$ cat config.mk
export PLATFORM = sky130hd
export DESIGN_NAME = regfile_port_arbiter_flat
export DESIGN_NICKNAME = d
export VERILOG_FILES = /design/src/rtl/regfile_port_arbiter_if.sv /design/src/rtl/regfile_port_arbiter.sv /design/src/flat_wrapper.sv
export SDC_FILE = /design/constraint.sdc
export NUM_CORES = 1
export LEC_CHECK = 0
export BUFFER_PORTS_ARGS = -buffer_cell sky130_fd_sc_hd__buf_4
export CAP_MARGIN = 20
export CORE_AREA = 2 2 60 62
export CTS_BUF_LIST = sky130_fd_sc_hd__clkbuf_2
export CTS_CLUSTER_DIAMETER = 80
export DETAILED_ROUTE_END_ITERATION = 6
export DIE_AREA = 0 0 62 64
export PLACE_DENSITY = 0.83
export SLEW_MARGIN = 20
export SYNTH_ARGS = -nofsm -noshare
export SYNTH_HDL_FRONTEND = slang
export SYNTH_SLANG_ARGS = --single-unit
$ cat constraint.sdc
create_clock -name clk -period 4.4 [get_ports clk]
set_input_delay 0.66 -clock clk [delete_from_list [all_inputs] [get_ports clk]]
set_output_delay 0.66 -clock clk [all_outputs]
set_load 0.02 [all_outputs]
$ cat src/rtl/regfile_port_arbiter_if.sv
// regfile_port_arbiter_if
// Bundles everything that crosses the boundary of the register-file port-b
// arbiter, except clock and reset.
//   Requester side : req/we/addr/wdata/lock in, ack out for each of the two
//                    requesters, plus the shared rdata/err/lock_timeout/
//                    grant_id/busy status outputs.
//   Register file  : b_addr, b_data_in, b_wr_enable out, b_data_out in.
// Modports:
//   slave  - the arbiter itself
//   master - the environment (requesters and register file)
interface regfile_port_arbiter_if;
    logic       req0;
    logic       req1;
    logic       we0;
    logic       we1;
    logic [4:0] addr0;
    logic [4:0] addr1;
    logic [7:0] wdata0;
    logic [7:0] wdata1;
    logic       lock0;
    logic       lock1;
    logic       ack0;
    logic       ack1;
    logic [7:0] rdata;
    logic       err;
    logic       lock_timeout;
    logic       grant_id;
    logic       busy;
    logic [4:0] b_addr;
    logic [7:0] b_data_in;
    logic       b_wr_enable;
    logic [7:0] b_data_out;

    modport slave (
        input  req0, req1, we0, we1, addr0, addr1, wdata0, wdata1,
        input  lock0, lock1, b_data_out,
        output ack0, ack1, rdata, err, lock_timeout, grant_id, busy,
        output b_addr, b_data_in, b_wr_enable
    );

    modport master (
        output req0, req1, we0, we1, addr0, addr1, wdata0, wdata1,
        output lock0, lock1, b_data_out,
        input  ack0, ack1, rdata, err, lock_timeout, grant_id, busy,
        input  b_addr, b_data_in, b_wr_enable
    );
endinterface

$ cat src/rtl/regfile_port_arbiter.sv
// regfile_port_arbiter
// Shares register-file port b between requester 0 (CPU execute/writeback)
// and requester 1 (debug/host). Round-robin arbitration with a req/ack
// handshake, a bounded lock for read-modify-write sequences, and blocking
// of writes to the protected FLAG register.
// Ports:
//   clk     - system clock, rising edge
//   resetn  - asynchronous active-low reset
//   bus     - regfile_port_arbiter_if.slave: requester handshakes, status
//             outputs and the register-file port-b signals
// Every access takes IDLE -> ACCESS -> RESP; a locked follow-on skips IDLE
// and goes RESP -> ACCESS directly.
module regfile_port_arbiter #(
    parameter logic [4:0] FLAG_ADDR = 5'd31,
    parameter int         LOCK_MAX  = 4
) (
    input  logic                  clk,
    input  logic                  resetn,
    regfile_port_arbiter_if.slave bus
);

    localparam int CW = (LOCK_MAX > 1) ? $clog2(LOCK_MAX) : 1;
    localparam logic [CW-1:0] LAST_COUNT = CW'(LOCK_MAX - 1);

    typedef enum logic [1:0] {
        IDLE,
        ACCESS,
        RESP
    } state_t;

    state_t        state;
    logic          last_grant;
    logic [CW-1:0] lock_count;
    logic          l_we;
    logic [4:0]    l_addr;
    logic [7:0]    l_wdata;
    logic          l_lock;

    logic          winner;
    logic          src;
    logic          sel_we;
    logic          sel_lock;
    logic [4:0]    sel_addr;
    logic [7:0]    sel_wdata;
    logic          served_req;
    logic          lock_last;
    logic          lock_continue;
    logic          load_grant;

    // Requester 1 wins if it is alone, or if both ask and 0 was served last.
    assign winner = bus.req1 & (~bus.req0 | ~last_grant);

    // In IDLE the fields come from the new winner; in RESP a locked
    // follow-on re-latches from the requester already being served.
    assign src       = (state == IDLE) ? winner : bus.grant_id;
    assign sel_we    = src ? bus.we1    : bus.we0;
    assign sel_addr  = src ? bus.addr1  : bus.addr0;
    assign sel_wdata = src ? bus.wdata1 : bus.wdata0;
    assign sel_lock  = src ? bus.lock1  : bus.lock0;

    assign served_req    = bus.grant_id ? bus.req1 : bus.req0;
    assign lock_last     = (lock_count == LAST_COUNT);
    assign lock_continue = l_lock & served_req & ~lock_last;
    assign load_grant    = ((state == IDLE) & (bus.req0 | bus.req1)) |
                           ((state == RESP) & lock_continue);

    // Single state machine with all outputs registered. Port-b drive values
    // are loaded on the edge that enters ACCESS so they are valid for the
    // whole ACCESS cycle; ack/err/lock_timeout are loaded on the edge that
    // enters RESP so they pulse together for exactly that cycle.
    always_ff @(posedge clk or negedge resetn) begin
        if (!resetn) begin
            state            <= IDLE;
            last_grant       <= 1'b1;
            lock_count       <= '0;
            l_we             <= 1'b0;
            l_addr           <= '0;
            l_wdata          <= '0;
            l_lock           <= 1'b0;
            bus.ack0         <= 1'b0;
            bus.ack1         <= 1'b0;
            bus.rdata        <= '0;
            bus.err          <= 1'b0;
            bus.lock_timeout <= 1'b0;
            bus.grant_id     <= 1'b0;
            bus.busy         <= 1'b0;
            bus.b_addr       <= '0;
            bus.b_data_in    <= '0;
            bus.b_wr_enable  <= 1'b0;
        end else begin
            bus.ack0         <= 1'b0;
            bus.ack1         <= 1'b0;
            bus.err          <= 1'b0;
            bus.lock_timeout <= 1'b0;

            if (load_grant) begin
                l_we            <= sel_we;
                l_addr          <= sel_addr;
                l_wdata         <= sel_wdata;
                l_lock          <= sel_lock;
                bus.b_addr      <= sel_addr;
                bus.b_data_in   <= sel_wdata;
                bus.b_wr_enable <= sel_we & (sel_addr != FLAG_ADDR);
            end

            case (state)
                IDLE: begin
                    if (bus.req0 | bus.req1) begin
                        bus.grant_id <= winner;
                        last_grant   <= winner;
                        bus.busy     <= 1'b1;
                        state        <= ACCESS;
                    end
                end

                ACCESS: begin
                    bus.rdata        <= bus.b_data_out;
                    bus.b_wr_enable  <= 1'b0;
                    bus.ack0         <= ~bus.grant_id;
                    bus.ack1         <= bus.grant_id;
                    bus.err          <= l_we & (l_addr == FLAG_ADDR);
                    // A lock on its last allowed access is broken with
                    // this ack, whether or not the owner still asks.
                    bus.lock_timeout <= l_lock & lock_last;
                    state            <= RESP;
                end

                RESP: begin
                    if (lock_continue) begin
                        lock_count <= lock_count + 1'b1;
                        state      <= ACCESS;
                    end else begin
                        lock_count <= '0;
                        bus.busy   <= 1'b0;
                        state      <= IDLE;
                    end
                end

                default: begin
                    state <= IDLE;
                end
            endcase
        end
    end

endmodule
$ cat src/flat_wrapper.sv
// flat-port wrapper written by rule: the top's interface ports become plain ports
module regfile_port_arbiter_flat 
#(
    parameter logic [4:0] FLAG_ADDR = 5'd31,
    parameter int         LOCK_MAX  = 4
)
  (clk, resetn, bus_req0, bus_req1, bus_we0, bus_we1, bus_addr0, bus_addr1, bus_wdata0, bus_wdata1, bus_lock0, bus_lock1, bus_b_data_out, bus_ack0, bus_ack1, bus_rdata, bus_err, bus_lock_timeout, bus_grant_id, bus_busy, bus_b_addr, bus_b_data_in, bus_b_wr_enable);
  regfile_port_arbiter_if bus_i ();
  input  logic clk;
  input  logic resetn;
  input wire logic [$bits(bus_i.req0)-1:0] bus_req0;
  input wire logic [$bits(bus_i.req1)-1:0] bus_req1;
  input wire logic [$bits(bus_i.we0)-1:0] bus_we0;
  input wire logic [$bits(bus_i.we1)-1:0] bus_we1;
  input wire logic [$bits(bus_i.addr0)-1:0] bus_addr0;
  input wire logic [$bits(bus_i.addr1)-1:0] bus_addr1;
  input wire logic [$bits(bus_i.wdata0)-1:0] bus_wdata0;
  input wire logic [$bits(bus_i.wdata1)-1:0] bus_wdata1;
  input wire logic [$bits(bus_i.lock0)-1:0] bus_lock0;
  input wire logic [$bits(bus_i.lock1)-1:0] bus_lock1;
  input wire logic [$bits(bus_i.b_data_out)-1:0] bus_b_data_out;
  output wire logic [$bits(bus_i.ack0)-1:0] bus_ack0;
  output wire logic [$bits(bus_i.ack1)-1:0] bus_ack1;
  output wire logic [$bits(bus_i.rdata)-1:0] bus_rdata;
  output wire logic [$bits(bus_i.err)-1:0] bus_err;
  output wire logic [$bits(bus_i.lock_timeout)-1:0] bus_lock_timeout;
  output wire logic [$bits(bus_i.grant_id)-1:0] bus_grant_id;
  output wire logic [$bits(bus_i.busy)-1:0] bus_busy;
  output wire logic [$bits(bus_i.b_addr)-1:0] bus_b_addr;
  output wire logic [$bits(bus_i.b_data_in)-1:0] bus_b_data_in;
  output wire logic [$bits(bus_i.b_wr_enable)-1:0] bus_b_wr_enable;
  assign bus_i.req0 = bus_req0;
  assign bus_i.req1 = bus_req1;
  assign bus_i.we0 = bus_we0;
  assign bus_i.we1 = bus_we1;
  assign bus_i.addr0 = bus_addr0;
  assign bus_i.addr1 = bus_addr1;
  assign bus_i.wdata0 = bus_wdata0;
  assign bus_i.wdata1 = bus_wdata1;
  assign bus_i.lock0 = bus_lock0;
  assign bus_i.lock1 = bus_lock1;
  assign bus_i.b_data_out = bus_b_data_out;
  assign bus_ack0 = bus_i.ack0;
  assign bus_ack1 = bus_i.ack1;
  assign bus_rdata = bus_i.rdata;
  assign bus_err = bus_i.err;
  assign bus_lock_timeout = bus_i.lock_timeout;
  assign bus_grant_id = bus_i.grant_id;
  assign bus_busy = bus_i.busy;
  assign bus_b_addr = bus_i.b_addr;
  assign bus_b_data_in = bus_i.b_data_in;
  assign bus_b_wr_enable = bus_i.b_wr_enable;
  regfile_port_arbiter #(.FLAG_ADDR(FLAG_ADDR), .LOCK_MAX(LOCK_MAX)) u_core (.clk(clk), .resetn(resetn), .bus(bus_i));
endmodule
==> impl_metrics.ini <==
[outcome]
status = complete, no violations

[yosys]
synthDominantAreaCellType = sky130_fd_sc_hd__dfrtp_1
yosysWarnings = 0
synthesis.nets = 181
ys_top_cells_by_area = sky130_fd_sc_hd__dfrtp_1 51%, sky130_fd_sc_hd__mux2_4 14%, sky130_fd_sc_hd__mux2_2 10%
commonest_register_cell_after_synthesis = sky130_fd_sc_hd__dfrtp_1
syn_inst = 138
synthArstFlopShare_pct = 100
synth.top_cells.by_count = 35 x sky130_fd_sc_hd__nand2_1, 34 x sky130_fd_sc_hd__dfrtp_1, 16 x sky130_fd_sc_hd__mux2_4
netlist_area_mm2 = 0.00167
post-synth-top-count-cell = sky130_fd_sc_hd__nand2_1
syn_avg_cell_area_um2 = 12.1
seq_cells_post_synth = 35
synth_sequential_area_ratio_pct = 52.4
yosys.area.top_type_share_pct = 50.8
synth_edf_count = 0
library_cells_used_by_synthesis = 26

[clock_network]
post-cts-setup-buffer-count = 0
htreeDepth = 2
holdBufCountCts = 0
tritoncts = yes
cts_inserted_buffers = 5
post_cts.resized_instances = 0
insertion_delay_ns = 0.39
clkSinkCount = 35
clock_path_buffers = 2
clk_pin_slew_worst_paths_ns = 0.18
root_buffer = sky130_fd_sc_hd__clkbuf_2

[grt]
grt_start_max_net_pins = 36
fraction_of_met2_tracks_used_by_global_routing_pct = 34.5
gr-usage-met3_pct = 5.67
initial_antenna_violation_count = 0
grt_remaining_overflow = 0
first_pass_grt_wire_length_um = 5850
gr-usage-met1_pct = 22.2
grt_usage_pct = 20.1
gr-max-usage-layer = met2
first_global_vias = 1338

[timing]
setup_tns_ns = 0
fin_skew_ns = 0.0274
grt_setup_unrepaired = false
timing_hold_violations_final = 0
maxSlewHeadroom_pct = 30.4
max_slew.worst_pin.slew_ns = 1.04
fmax_mhz = 417
finalMaxSlewViolations = 0
final.min_clock_period_ns = 2.40
finalSetupViolCount = 0
period_utilization_post_route_pct = 54.5
finalHoldWorstSlack_ns = 0.187

[finish]
num-fill-cells = 237
area_of_the_multi_input_gates_um2 = 763
final_layout_size_suffix_gt1_share_pct = 52.4
layout-area-overhead-vs-synth_pct = 35.1
post_layout_instance_area_mm2 = 0.00226
num_antenna_cells = 0
final_core_util_pct = 68.9
seq_area_um2 = 877
num-nets-final = 254

[routing]
detail_route.drc_violations = 0
detail_route.wl_per_cell_um = 14.2
via_count = 1285
dr.first_iter.drc_count = 56
post_route_antenna_net_violation_count = 0
route.detailed.vias_per_inst = 4.98
drt-pass1-iter-count = 4
routed_wirelength_um = 3670

[die]
coreArea_mm2 = 0.00328
top_level_ports = 70
dieArea_mm2 = 0.00397
die_span_x_um = 62
initial_cell_density_of_the_core_pct = 51.0
dieHeight_um = 64
std_cell_rows = 21

[flow_run]
maxCapViolations = 0

[power_and_ir_drop]
peakVddDrop_uv = 316
p_int_uw = 985
power.leakage_uw = 0.00116
switchingPower_uw = 663
pwr_density_cell_mw_per_mm2 = 728
power.combinational.fraction_pct = 55.5
net_switching_share_of_the_total_power_pct = 40.2
clkPwrFrac_pct = 8.5
seq_power_share_pct = 36.1

[place]
numPortBuffers = 69
place.gp.congestion = 0.864
detailed_place.area_mm2 = 0.00222
place.detailed.hpwl_um = 2760

[worst_setup_path]
arrival_ns = 2.67
crit_path_max_fanout = 17
worst-endpoint-required_ns = 4.67
startpoint_type = flop
critical_path.endpoint_type = flop
path_class = reg -> reg

[worst_hold_path]
min-delay-path-class = in -> async
==> flip-flops by register name, summed over array words and instances, names as in the netlist, 2 cells and up <==
| name | flops |
|---|---|
| u_core.bus.b_addr | 5 |
| u_core.state | 2 |
| u_core.bus.b_data_in | 8 |
| u_core.bus.rdata | 8 |
| u_core.lock_count | 2 |
==> worst max-delay path, cell delays in order (launching register included) <==
cell                       delay, ns
sky130_fd_sc_hd__dfrtp_1        0.43
sky130_fd_sc_hd__ha_1           0.22
sky130_fd_sc_hd__nor2b_1        0.14
sky130_fd_sc_hd__o21ai_0        0.16
sky130_fd_sc_hd__a211oi_4       0.91
sky130_fd_sc_hd__mux2_2         0.42
==> worst paths after layout <==
kind	from	end	slack, ns	cells after the start
worst min register to register	u_core.bus.rdata[0]	u_core.bus.rdata[0]	0.51	2
max in group asynchronous	resetn	u_core.last_grant	3.87	1
worst max register to register	u_core.lock_count[0]	u_core.bus.b_addr[2]	2.00	5
worst max-delay path	u_core.lock_count[0]	u_core.bus.b_addr[2]	2.00	5
min in group clk	bus_b_data_out[3]	u_core.bus.rdata[3]	0.44	3
worst min-delay path	resetn	u_core.bus.rdata[3]	0.19	1
==> stage by stage <==
step | std cells | power [uW] | setup slack, ns
after CTS | 258 | 1660 | 1.99
final | 258 | 1650 | 2.00
after detailed placement | 250 | 1520 | 2.03
after global routing | 258 | 1750 | 1.82
after global placement | 250 | 1480 | 2.08
after floorplan | 138 | 1220 | 2.48
==> routing by layer <==
layer  part of all wire (%)  up-vias
li1                       -      612
met1                     39      631
met3                    4.4        9
met4                    1.9        0
met2                     54       33
met5                      0        -
==> power groups by stage <==
stage / clock network, uW / logic (uW) / registers, uW
floorplan: 0 / 490 / 726
global placement: 0 / 890 / 592
detailed placement: 0 / 922 / 600
CTS: 146 / 924 / 594
global route: 162 / 979 / 611
finish: 139 / 914 / 594
==> cells by family after synthesis <==
logic type | count (synthesis) | synth area share [%]
flops | 35 | 52.4
fa+ha+maj | 1 | 0.747
mux | 34 | 27.0
simple gates | 52 | 13.5
buf+inv | 5 | 2.02
compound gates | 11 | 4.41
==> area by class of cell <==
class | count | area share, %
Clock buffer | 6 | 1.33
Clock inverter | 2 | 0.387
Inverter | 2 | 0.332
Multi-Input combinational cell | 98 | 33.7
Sequential cell | 35 | 38.8
Tap cell | 46 | 2.54
Timing Repair Buffer | 69 | 22.9
==> layout by cell type, fill, tap and decap left out, drive strengths merged, types with 2 or more instances in the layout <==
cell type and n:
a21oi 3, buf 69, clkbuf 6, clkinv 3, dfrtp 34, mux2 31
mux2i 3, nand2 35, nand2b 2, nand3 2, nor2 7, nor2b 2
o21ai 5
(Power assumes the default switching activity.)
